==> src/rtl/sequence_sched_pkg.sv <==
// Shared types and the round-robin pick helper for the sequence scheduler.
package sequence_sched_pkg;

    typedef enum logic [1:0] {
        IDLE = 2'd0,
        LOAD = 2'd1,
        RUN  = 2'd2,
        DONE = 2'd3
    } sched_state_t;

    localparam int DEF_NUM_REQ = 4;
    localparam int DEF_DATA_W  = 8;
    localparam int DEF_MODE_W  = 2;
    localparam int DEF_LEN_W   = 8;

    // Helper works on a fixed maximum width; callers zero-extend and pass NUM_REQ-1 as mask.
    localparam int MAX_REQ   = 32;
    localparam int MAX_IDX_W = 5;

    typedef struct packed {
        logic                 found;
        logic [MAX_IDX_W-1:0] idx;
    } rr_pick_t;

    function automatic rr_pick_t rr_pick(input logic [MAX_REQ-1:0]   req,
                                         input logic [MAX_IDX_W-1:0] ptr,
                                         input logic [MAX_IDX_W-1:0] mask);
        rr_pick_t             r;
        logic [MAX_IDX_W-1:0] off;
        logic [MAX_IDX_W-1:0] j;
        r = '0;
        for (int k = 0; k < MAX_REQ; k++) begin
            off = MAX_IDX_W'(k);
            j   = (ptr + off) & mask;
            if (!r.found && (off <= mask) && req[j]) begin
                r.found = 1'b1;
                r.idx   = j;
            end
        end
        return r;
    endfunction

endpackage

==> src/rtl/rr_arbiter.sv <==
// Combinational round-robin pick: first set request at or above ptr, with wrap.
module rr_arbiter
    import sequence_sched_pkg::*;
#(
    parameter int NUM_REQ = DEF_NUM_REQ
) (
    input  logic [NUM_REQ-1:0]         req,
    input  logic [$clog2(NUM_REQ)-1:0] ptr,
    output logic                       found,
    output logic [$clog2(NUM_REQ)-1:0] grant
);

    rr_pick_t pick;
    logic     unused_idx_hi;

    always_comb begin
        pick  = rr_pick(MAX_REQ'(req), MAX_IDX_W'(ptr), MAX_IDX_W'(NUM_REQ - 1));
        found = pick.found;
        grant = pick.idx[$clog2(NUM_REQ)-1:0];
    end

    assign unused_idx_hi = ^pick.idx;

endmodule

==> src/rtl/sequence_scheduler.sv <==
// Round-robin scheduler sharing one sequence generator among NUM_REQ burst requesters.
module sequence_scheduler
    import sequence_sched_pkg::*;
#(
    parameter int NUM_REQ = DEF_NUM_REQ,
    parameter int DATA_W  = DEF_DATA_W,
    parameter int MODE_W  = DEF_MODE_W,
    parameter int LEN_W   = DEF_LEN_W
) (
    input  logic                         clk,
    input  logic                         reset_n,
    input  logic [NUM_REQ-1:0]           req_valid,
    output logic [NUM_REQ-1:0]           req_ready,
    input  logic [NUM_REQ*MODE_W-1:0]    req_mode,
    input  logic [NUM_REQ*LEN_W-1:0]     req_len,
    output logic                         gen_start,
    output logic [MODE_W-1:0]            gen_mode,
    output logic                         gen_enable,
    input  logic [DATA_W-1:0]            gen_data,
    output logic                         out_valid,
    input  logic                         out_ready,
    output logic [DATA_W-1:0]            out_data,
    output logic [$clog2(NUM_REQ)-1:0]   out_id,
    output logic                         out_last,
    output logic                         busy,
    output logic [1:0]                   state_dbg
);

    localparam int IDX_W = $clog2(NUM_REQ);

    // Valid/ready: a beat transfers on a rising edge where out_valid and out_ready are both
    // high; out_valid never depends on out_ready, and a stalled beat stays unchanged until
    // taken. req_ready is a one-cycle grant pulse; the request is consumed at that edge.

    sched_state_t     state, state_nxt;
    logic [IDX_W-1:0] rr_ptr, id_q, grant;
    logic [MODE_W-1:0] mode_q;
    logic [LEN_W-1:0] len_q, count, grant_len;
    logic             found, accept, handshake, last_beat;

    rr_arbiter #(.NUM_REQ(NUM_REQ)) u_arb (
        .req   (req_valid),
        .ptr   (rr_ptr),
        .found (found),
        .grant (grant)
    );

    assign grant_len = req_len[int'(grant)*LEN_W +: LEN_W];
    assign accept    = (state == IDLE) && found;
    assign handshake = (state == RUN) && out_ready;
    // count only reaches len on the final handshake, so it cannot wrap even at max length.
    assign last_beat = (count == len_q - 1'b1);

    always_ff @(posedge clk or negedge reset_n) begin
        if (!reset_n) state <= IDLE;
        else          state <= state_nxt;
    end

    always_ff @(posedge clk or negedge reset_n) begin
        if (!reset_n) begin
            rr_ptr <= '0;
            id_q   <= '0;
            mode_q <= '0;
            len_q  <= '0;
            count  <= '0;
        end else begin
            if (accept) begin
                id_q   <= grant;
                mode_q <= req_mode[int'(grant)*MODE_W +: MODE_W];
                len_q  <= grant_len;
            end
            if (state == LOAD)   count <= '0;
            else if (handshake)  count <= count + 1'b1;
            if (state == DONE)   rr_ptr <= id_q + 1'b1;
        end
    end

    always_comb begin
        state_nxt = state;
        case (state)
            IDLE:    if (found) state_nxt = (grant_len != '0) ? LOAD : DONE;
            LOAD:    state_nxt = RUN;
            RUN:     if (out_ready && last_beat) state_nxt = DONE;
            DONE:    state_nxt = IDLE;
            default: state_nxt = IDLE;
        endcase
    end

    always_comb begin
        req_ready  = '0;
        gen_start  = 1'b0;
        gen_enable = 1'b0;
        out_valid  = 1'b0;
        out_data   = '0;
        out_id     = '0;
        out_last   = 1'b0;
        case (state)
            IDLE: if (found) req_ready[grant] = 1'b1;
            LOAD: gen_start = 1'b1;
            RUN: begin
                out_valid  = 1'b1;
                out_data   = gen_data;
                out_id     = id_q;
                out_last   = last_beat;
                gen_enable = out_ready;
            end
            default: ;
        endcase
    end

    assign gen_mode  = mode_q;
    assign busy      = (state != IDLE);
    assign state_dbg = state;

endmodule

==> config.mk <==
export PLATFORM = sky130hd
export DESIGN_NAME = sequence_scheduler
export DESIGN_NICKNAME = d
export VERILOG_FILES = /design/src/rtl/sequence_sched_pkg.sv /design/src/rtl/rr_arbiter.sv /design/src/rtl/sequence_scheduler.sv
export SDC_FILE = /design/constraint.sdc
export NUM_CORES = 1
export LEC_CHECK = 0
export CORE_ASPECT_RATIO = 0.7
export CORE_UTILIZATION = 43
export DETAILED_ROUTE_END_ITERATION = 8
export PLACE_DENSITY = 0.81
export SLEW_MARGIN = 20
export SYNTH_ARGS = -nofsm -noshare
export SYNTH_HDL_FRONTEND = slang
export SYNTH_SLANG_ARGS = --single-unit
==> constraint.sdc <==
create_clock -name clk -period 2.6 [get_ports clk]
set_input_delay 0.65 -clock clk [delete_from_list [all_inputs] [get_ports clk]]
set_output_delay 0.65 -clock clk [all_outputs]
set_load 0.02 [all_outputs]
---- Yosys cells after proc, flatten, opt, wreduce, memory -nomap -nowiden ----
Cells that the tools add are included.
word-level totals
  memory bits (read-only) ................. 0
  RAM bits ................................ 0
  input bits .............................. 55
  latch bits .............................. 0
  memories ................................ 0
  output and inout port bits .............. 23
  register bits ........................... 24
operators by class
  $lt $le $gt $ge ......................... 6
  shift operators ......................... 2
  div/mod/pow operators ................... 0
  multipliers ............................. 0
  eq/ne operators ......................... 6
  muxes and demuxes ....................... 28
  add/sub/neg operators ................... 6
  reduce and logical (&&, ||, !) cells .... 15
  bitwise gates (word level) .............. 0
operator list
  cell                 number
  $shiftx 32x6->8      1
  $lt 2x6->1 const B   4
  $mux 6               4
  $mux 8               3
  $mux 1               9
  $add 8x1->8 const B  1
  $bmux 1 s2           4
  $eq 8x8->1           1
  $mux 2               4
  $mux 4               2
  $pmux 2 s4           1
  $reduce_bool 8->1    1
  $shiftx 8x4->2       1
  $sub 8x1->8 const B  1
  $logic_and 1x1->1    7
  $add 2x1->2 const B  2
  $add 2x2->2 const B  2
  $eq 2x2->1 const B   2
  $ne 2x1->1 const B   2
  $reduce_bool 2->1    2
  $logic_not 1->1      3
  $lt 2x3->1 const B   1
  $demux 1 s2          1
  $eq 2x1->1 const B   1
  3 further kinds      3

---- Depth between registers and ports, before layout ----
  depth in word-level cells ............... 18
  depth in mapped cells ................... 10
  mapped depth without buffers ............ 9

---- Modules after synthesis ----
From an unflattened synthesis, not the netlist that was laid out.
second synthesis, totals
  cell total of the unflattened synthesis .. 177
  area, all modules ....................... 1804.2 um2
by module, submodules not included
  module              times used  sequential area each (um2)  cells an instance  area an instance (um2)
  sequence_scheduler  1           600.6                       162                1722.9
  rr_arbiter          1           0.0                         15                 81.3

---- Worst setup path before layout ----
OpenSTA, ideal clock, no wires.
  path type ............................... input to output
  start point ............................. input req_valid[0]
  end point ............................... output req_ready[2]
  buffers on the path ..................... 2
  stages .................................. 6
  required time ........................... 1.950 ns
  data arrival time ....................... 2.133 ns
  setup slack ............................. -0.183 ns
  path through ............................ a21oi_1 nor2_1 a21oi_1 clkbuf_1 clkbuf_1 nor3b_1
on the way
  cells in the longest elaborated chain, start to end .. 18
  elaborated cells on any way between the ends .. 25
  classes of those cells .................. 2 x order compare; 16 x mux; 7 x reduce/logical
ends and longest elaborated chain
  element                                                         RTL line                  RTL
  start: declaration                                              sequence_scheduler.sv:12  input logic [NUM_REQ-1:0] req_valid,
  $bmux 1 s2                                                      sequence_sched_pkg.sv:35  if (!r.found && (off <= mask) && req[j]) begin
  $mux 1 (implied by the code)                                    sequence_sched_pkg.sv:35
  $mux 6                                                          sequence_sched_pkg.sv:35
  $logic_not 1->1                                                 sequence_sched_pkg.sv:35
  $logic_and 1x1->1                                               sequence_sched_pkg.sv:35
  $mux 6                                                          sequence_sched_pkg.sv:35
  $logic_not 1->1                                                 sequence_sched_pkg.sv:35
  $logic_and 1x1->1                                               sequence_sched_pkg.sv:35
  [2 not listed]                                                  n/a
  $logic_and 1x1->1                                               sequence_sched_pkg.sv:35
  $mux 6 (*)                                                      sequence_sched_pkg.sv:35
  $lt 2x3->1 (implied by the code) or $ge 2x1->1 (tied branches)  sequence_scheduler.sv:98  IDLE: if (found) req_ready[grant] = 1'b1;
  $logic_and 1x1->1 (implied by the code)                         sequence_scheduler.sv:98
  $mux 1 (implied by the code)                                    sequence_scheduler.sv:98
  $demux 1 s2                                                     sequence_scheduler.sv:98
  $mux 4 (*)                                                      sequence_scheduler.sv:98
  $mux 4 (*)                                                      sequence_scheduler.sv:97  case (state)
  end: declaration                                                sequence_scheduler.sv:13  output logic [NUM_REQ-1:0] req_ready,
Mark *: on every way between the ends. The rest lies on a longest branch, timed or not. The select of a mux whose other input is x is not followed.

---- Worst setup path in the final report ----
  start point ............................. register len_q[0]
  end point ............................... output out_last
on the way
  cells in the longest elaborated chain, start to end .. 3
ends and longest elaborated chain
  element                   RTL line                  RTL
  start: declaration        sequence_scheduler.sv:38  logic [LEN_W-1:0] len_q, count, grant_len;
  start signal: assignment  sequence_scheduler.sv:70  len_q <= grant_len;
  $sub 8x1->8               sequence_scheduler.sv:52  assign last_beat = (count == len_q - 1'b1);
  $eq 8x8->1                sequence_scheduler.sv:52
  $mux 1                    sequence_scheduler.sv:97
  end: declaration          sequence_scheduler.sv:24  output logic out_last,
No other way between the ends.

==> summary.md <==
| Metric | Value |
|---|---|
| Post-Syn Area | `1810 um^2` |
| I/O pins | `78` |
| DP Cell Count | `351` |
| Post-Syn Instances | `203` |
| Final hold vios | `0` |
| Vias in the first global route | `1837` |
| Post-route insts no fill | `362` |
| Endpoints failing setup | `1` |
| Most common cell in the synthesized netlist | `dfrtp_1` |
| Vias | `1877` |
| Routed WL | `5.32 mm` |
| Max Clock Freq | `385 MHz` |
| HPWL after DPL | `3.83 mm` |
| Setup crit start | `len_q[0]` |
| Register area share after synthesis | `33.2%` |
| Number of synthesized flops with an enable pin | `0` |
| Cell area after layout | `3030 um^2` |
| Placed instance area | `2810 um^2` |
| P&R area growth vs syn | `67.3%` |
| Clk sink count | `24` |
| Die Wd | `79.5 um` |
| Min-delay worst type | `flop to flop` |
| Netlist cell types | `39` |
| Worst EP arrival | `1950 ps` |
| Gr usage total | `23.5%` |
| Maxcap violations | `0` |
| Largest area contributor in the netlist | `dfrtp_1` |
| Core box area | `3970 um^2` |
| Min-delay src | `gen_mode[1]` |
| Top-area cell type share of the netlist area | `33.2%` |
| Yosys warns | `0` |
| Antenna diodes | `0` |
| CTS clk-pin slew, worst paths | `90 ps` |
| CTS buffer count | `3` |
| Min cycle time layout | `2600 ps` |
| Die span in y | `56.3 um` |
| Crit share post-route | `100%` |
| CP Max Fanout | `4` |
| Starting Density | `45.5%` |
| Fraction of registers with async set/reset | `100%` |
| Die area | `4470 um^2` |
| Pleak | `1.36 nW` |
| RD Place Congestion | `0.842` |
| VDD IR max | `628 uV` |
| Nets | `372` |
| CTS tree | `yes` |
| Relative slew slack | `69.4%` |
| Clock tree buffer depth | `2` |
| H-tree depth | `1` |
| Routed WL per cell | `14.7 um` |
| Ratio of cells with drive above 1 in the final layout | `25.5%` |
| Antenna viol nets, final | `0` |
| Worst-margin pin slew | `459 ps` |
| Unrepaired setup endpoints after global routing | `yes` |
| Critical Path RT | `1950 ps` |
| DRT Pass-1 Iters | `4` |
| Clock Root Buffer | `clkbuf_8` |
| Worst slack at placement | `-630 ps` |
| Antenna violations before repair | `0` |
| Startpoint types | `flop` |
| Synth area leaders | `dfrtp_1, mux2i_1, mux2_2, o21ai_0, nand2_1` |
| Status | `finished, violations left` |
| Largest net degree at the start of global routing | `25` |
| First-pass GRT wire length | `8.11 mm` |
| Vias/cell | `5.19` |
| # DRC | `0` |
| Worst Hold Margin | `511 ps` |
| Violated checks | `negative setup slack` |
| Multi-input logic area | `1240 um^2` |
| Main synth FF type | `dfrtp_1` |
| Row cnt | `19` |
| DR iter-0 viols | `85` |
| Later-pin clock latency in the skew report | `270 ps` |
| Setup ws final | `-0.223 ps` |
| Clock skew | `3.70 ps` |
| Yosys reg bits | `24` |
| Setup Crit Path Kind | `flop to output pin` |
| CP Capture Type | `output pin` |
| Pwr/cell area | `967 nW/um^2` |
| Syn Nets | `264` |
| Fillers | `274` |
| Avg Cell Area, Syn | `8.91 um^2` |
| Worst r2r src | `len_q[1]` |
| Slew Limit Fails | `0` |
| Post-synth top cells | `dfrtp_1, nand2_1, o21ai_0, mux2i_1, nor2_1` |
| Grt total ovfl | `0` |
| Register area | `603 um^2` |
| Port Buffers | `77` |
registers in the layout (all words and copies together) (netlist names):
| signal | count |
|---|---|
| count | 8 |
| gen_mode | 2 |
| id_q | 2 |
| len_q | 8 |
| rr_ptr | 2 |
| state_dbg | 2 |
placed cells by master, fill, tap and decap left out, types with 7 or more instances in the layout:
master / n
and2_1: 12
dfrtp_1: 22
mux2_2: 11
nor2_1: 15
mux2i_1: 17
buf_4: 36
clkdlybuf4s50_1: 68
nand2_1: 21
xor2_1: 9
xnor2_1: 7
inv_1: 7
o21ai_0: 14
nand3_1: 7
power by group:
group,total [W],switching (W),internal (W)
clock network,0.000335,0.000129,0.000206
registers,0.000670,0.000155,0.000515
logic,0.00192,0.000950,0.000971
through the flow:
| step | power, W | TNS [ps] | util, % |
|---|---|---|---|
| floorplan | 0.00163 | -365 | - |
| global placement | 0.00230 | -3740 | 70.7 |
| detailed placement | 0.00234 | -4260 | 70.7 |
| CTS | 0.00279 | -15.4 | 74.7 |
| global route | 0.00310 | -112 | 76.2 |
| finish | 0.00293 | -0.223 | 76.2 |
layer usage:
metal	share of wire [%]	track usage [%]	vias to the layer above
met1	46	32.4	885
met5	0	0	-
li1	-	-	922
met3	5.2	5.04	8
met2	47	36.9	62
met4	1.4	7.27	0
cell families (layout without fill, tap and decap cells):
group                      Yosys count  in the layout  share of synthesized area, %
AOI/OAI and AO/OA                   31             31                          9.83
xor gates and xnor gates            17             17                          8.24
adders and majority gates            6              6                          4.15
buffers and inverters               17            124                          4.43
DFF                                 24             24                          33.2
muxes                               28             28                          16.3
and+or+nand+nor                     80             80                          23.9
path summary, 6_finish.rpt:
check,to,slack [ps],cells after the start
setup / recovery,out_last,-0.2,7
hold / removal,gen_mode[1],510,2
setup reg to reg,state_dbg[1],90,10
hold reg to reg,gen_mode[1],510,2
max in group asynchronous,state_dbg[1],1620,2
min in group asynchronous,count[2],720,2
timing repair:
action                     in CTS  in global routing
setup buffers                   5                  2
pin swaps                       6                  3
cloned                          0                  0
hold buffers                    0                  0
gates resized for setup        38                 24
setup endpoints to repair      17                  8
critical path: stages, from the launching register on:
cell,delay [ps]
dfrtp_1,420
inv_1,80
ha_2,320
xor2_1,160
nand3_1,130
a2111oi_4,220
and3_1,200
buf_4,140
area by class of cell:
| class | count | share of cell area, % |
|---|---|---|
| well taps | 52 | 2.15 |
| clock buffers | 3 | 1.36 |
| inverters | 7 | 0.868 |
| clock inverters | 1 | 0.993 |
| repair buffers | 113 | 33.8 |
| multi-input cells | 162 | 40.9 |
| flip-flops and latches | 24 | 19.9 |
(Power assumes the default switching activity.)
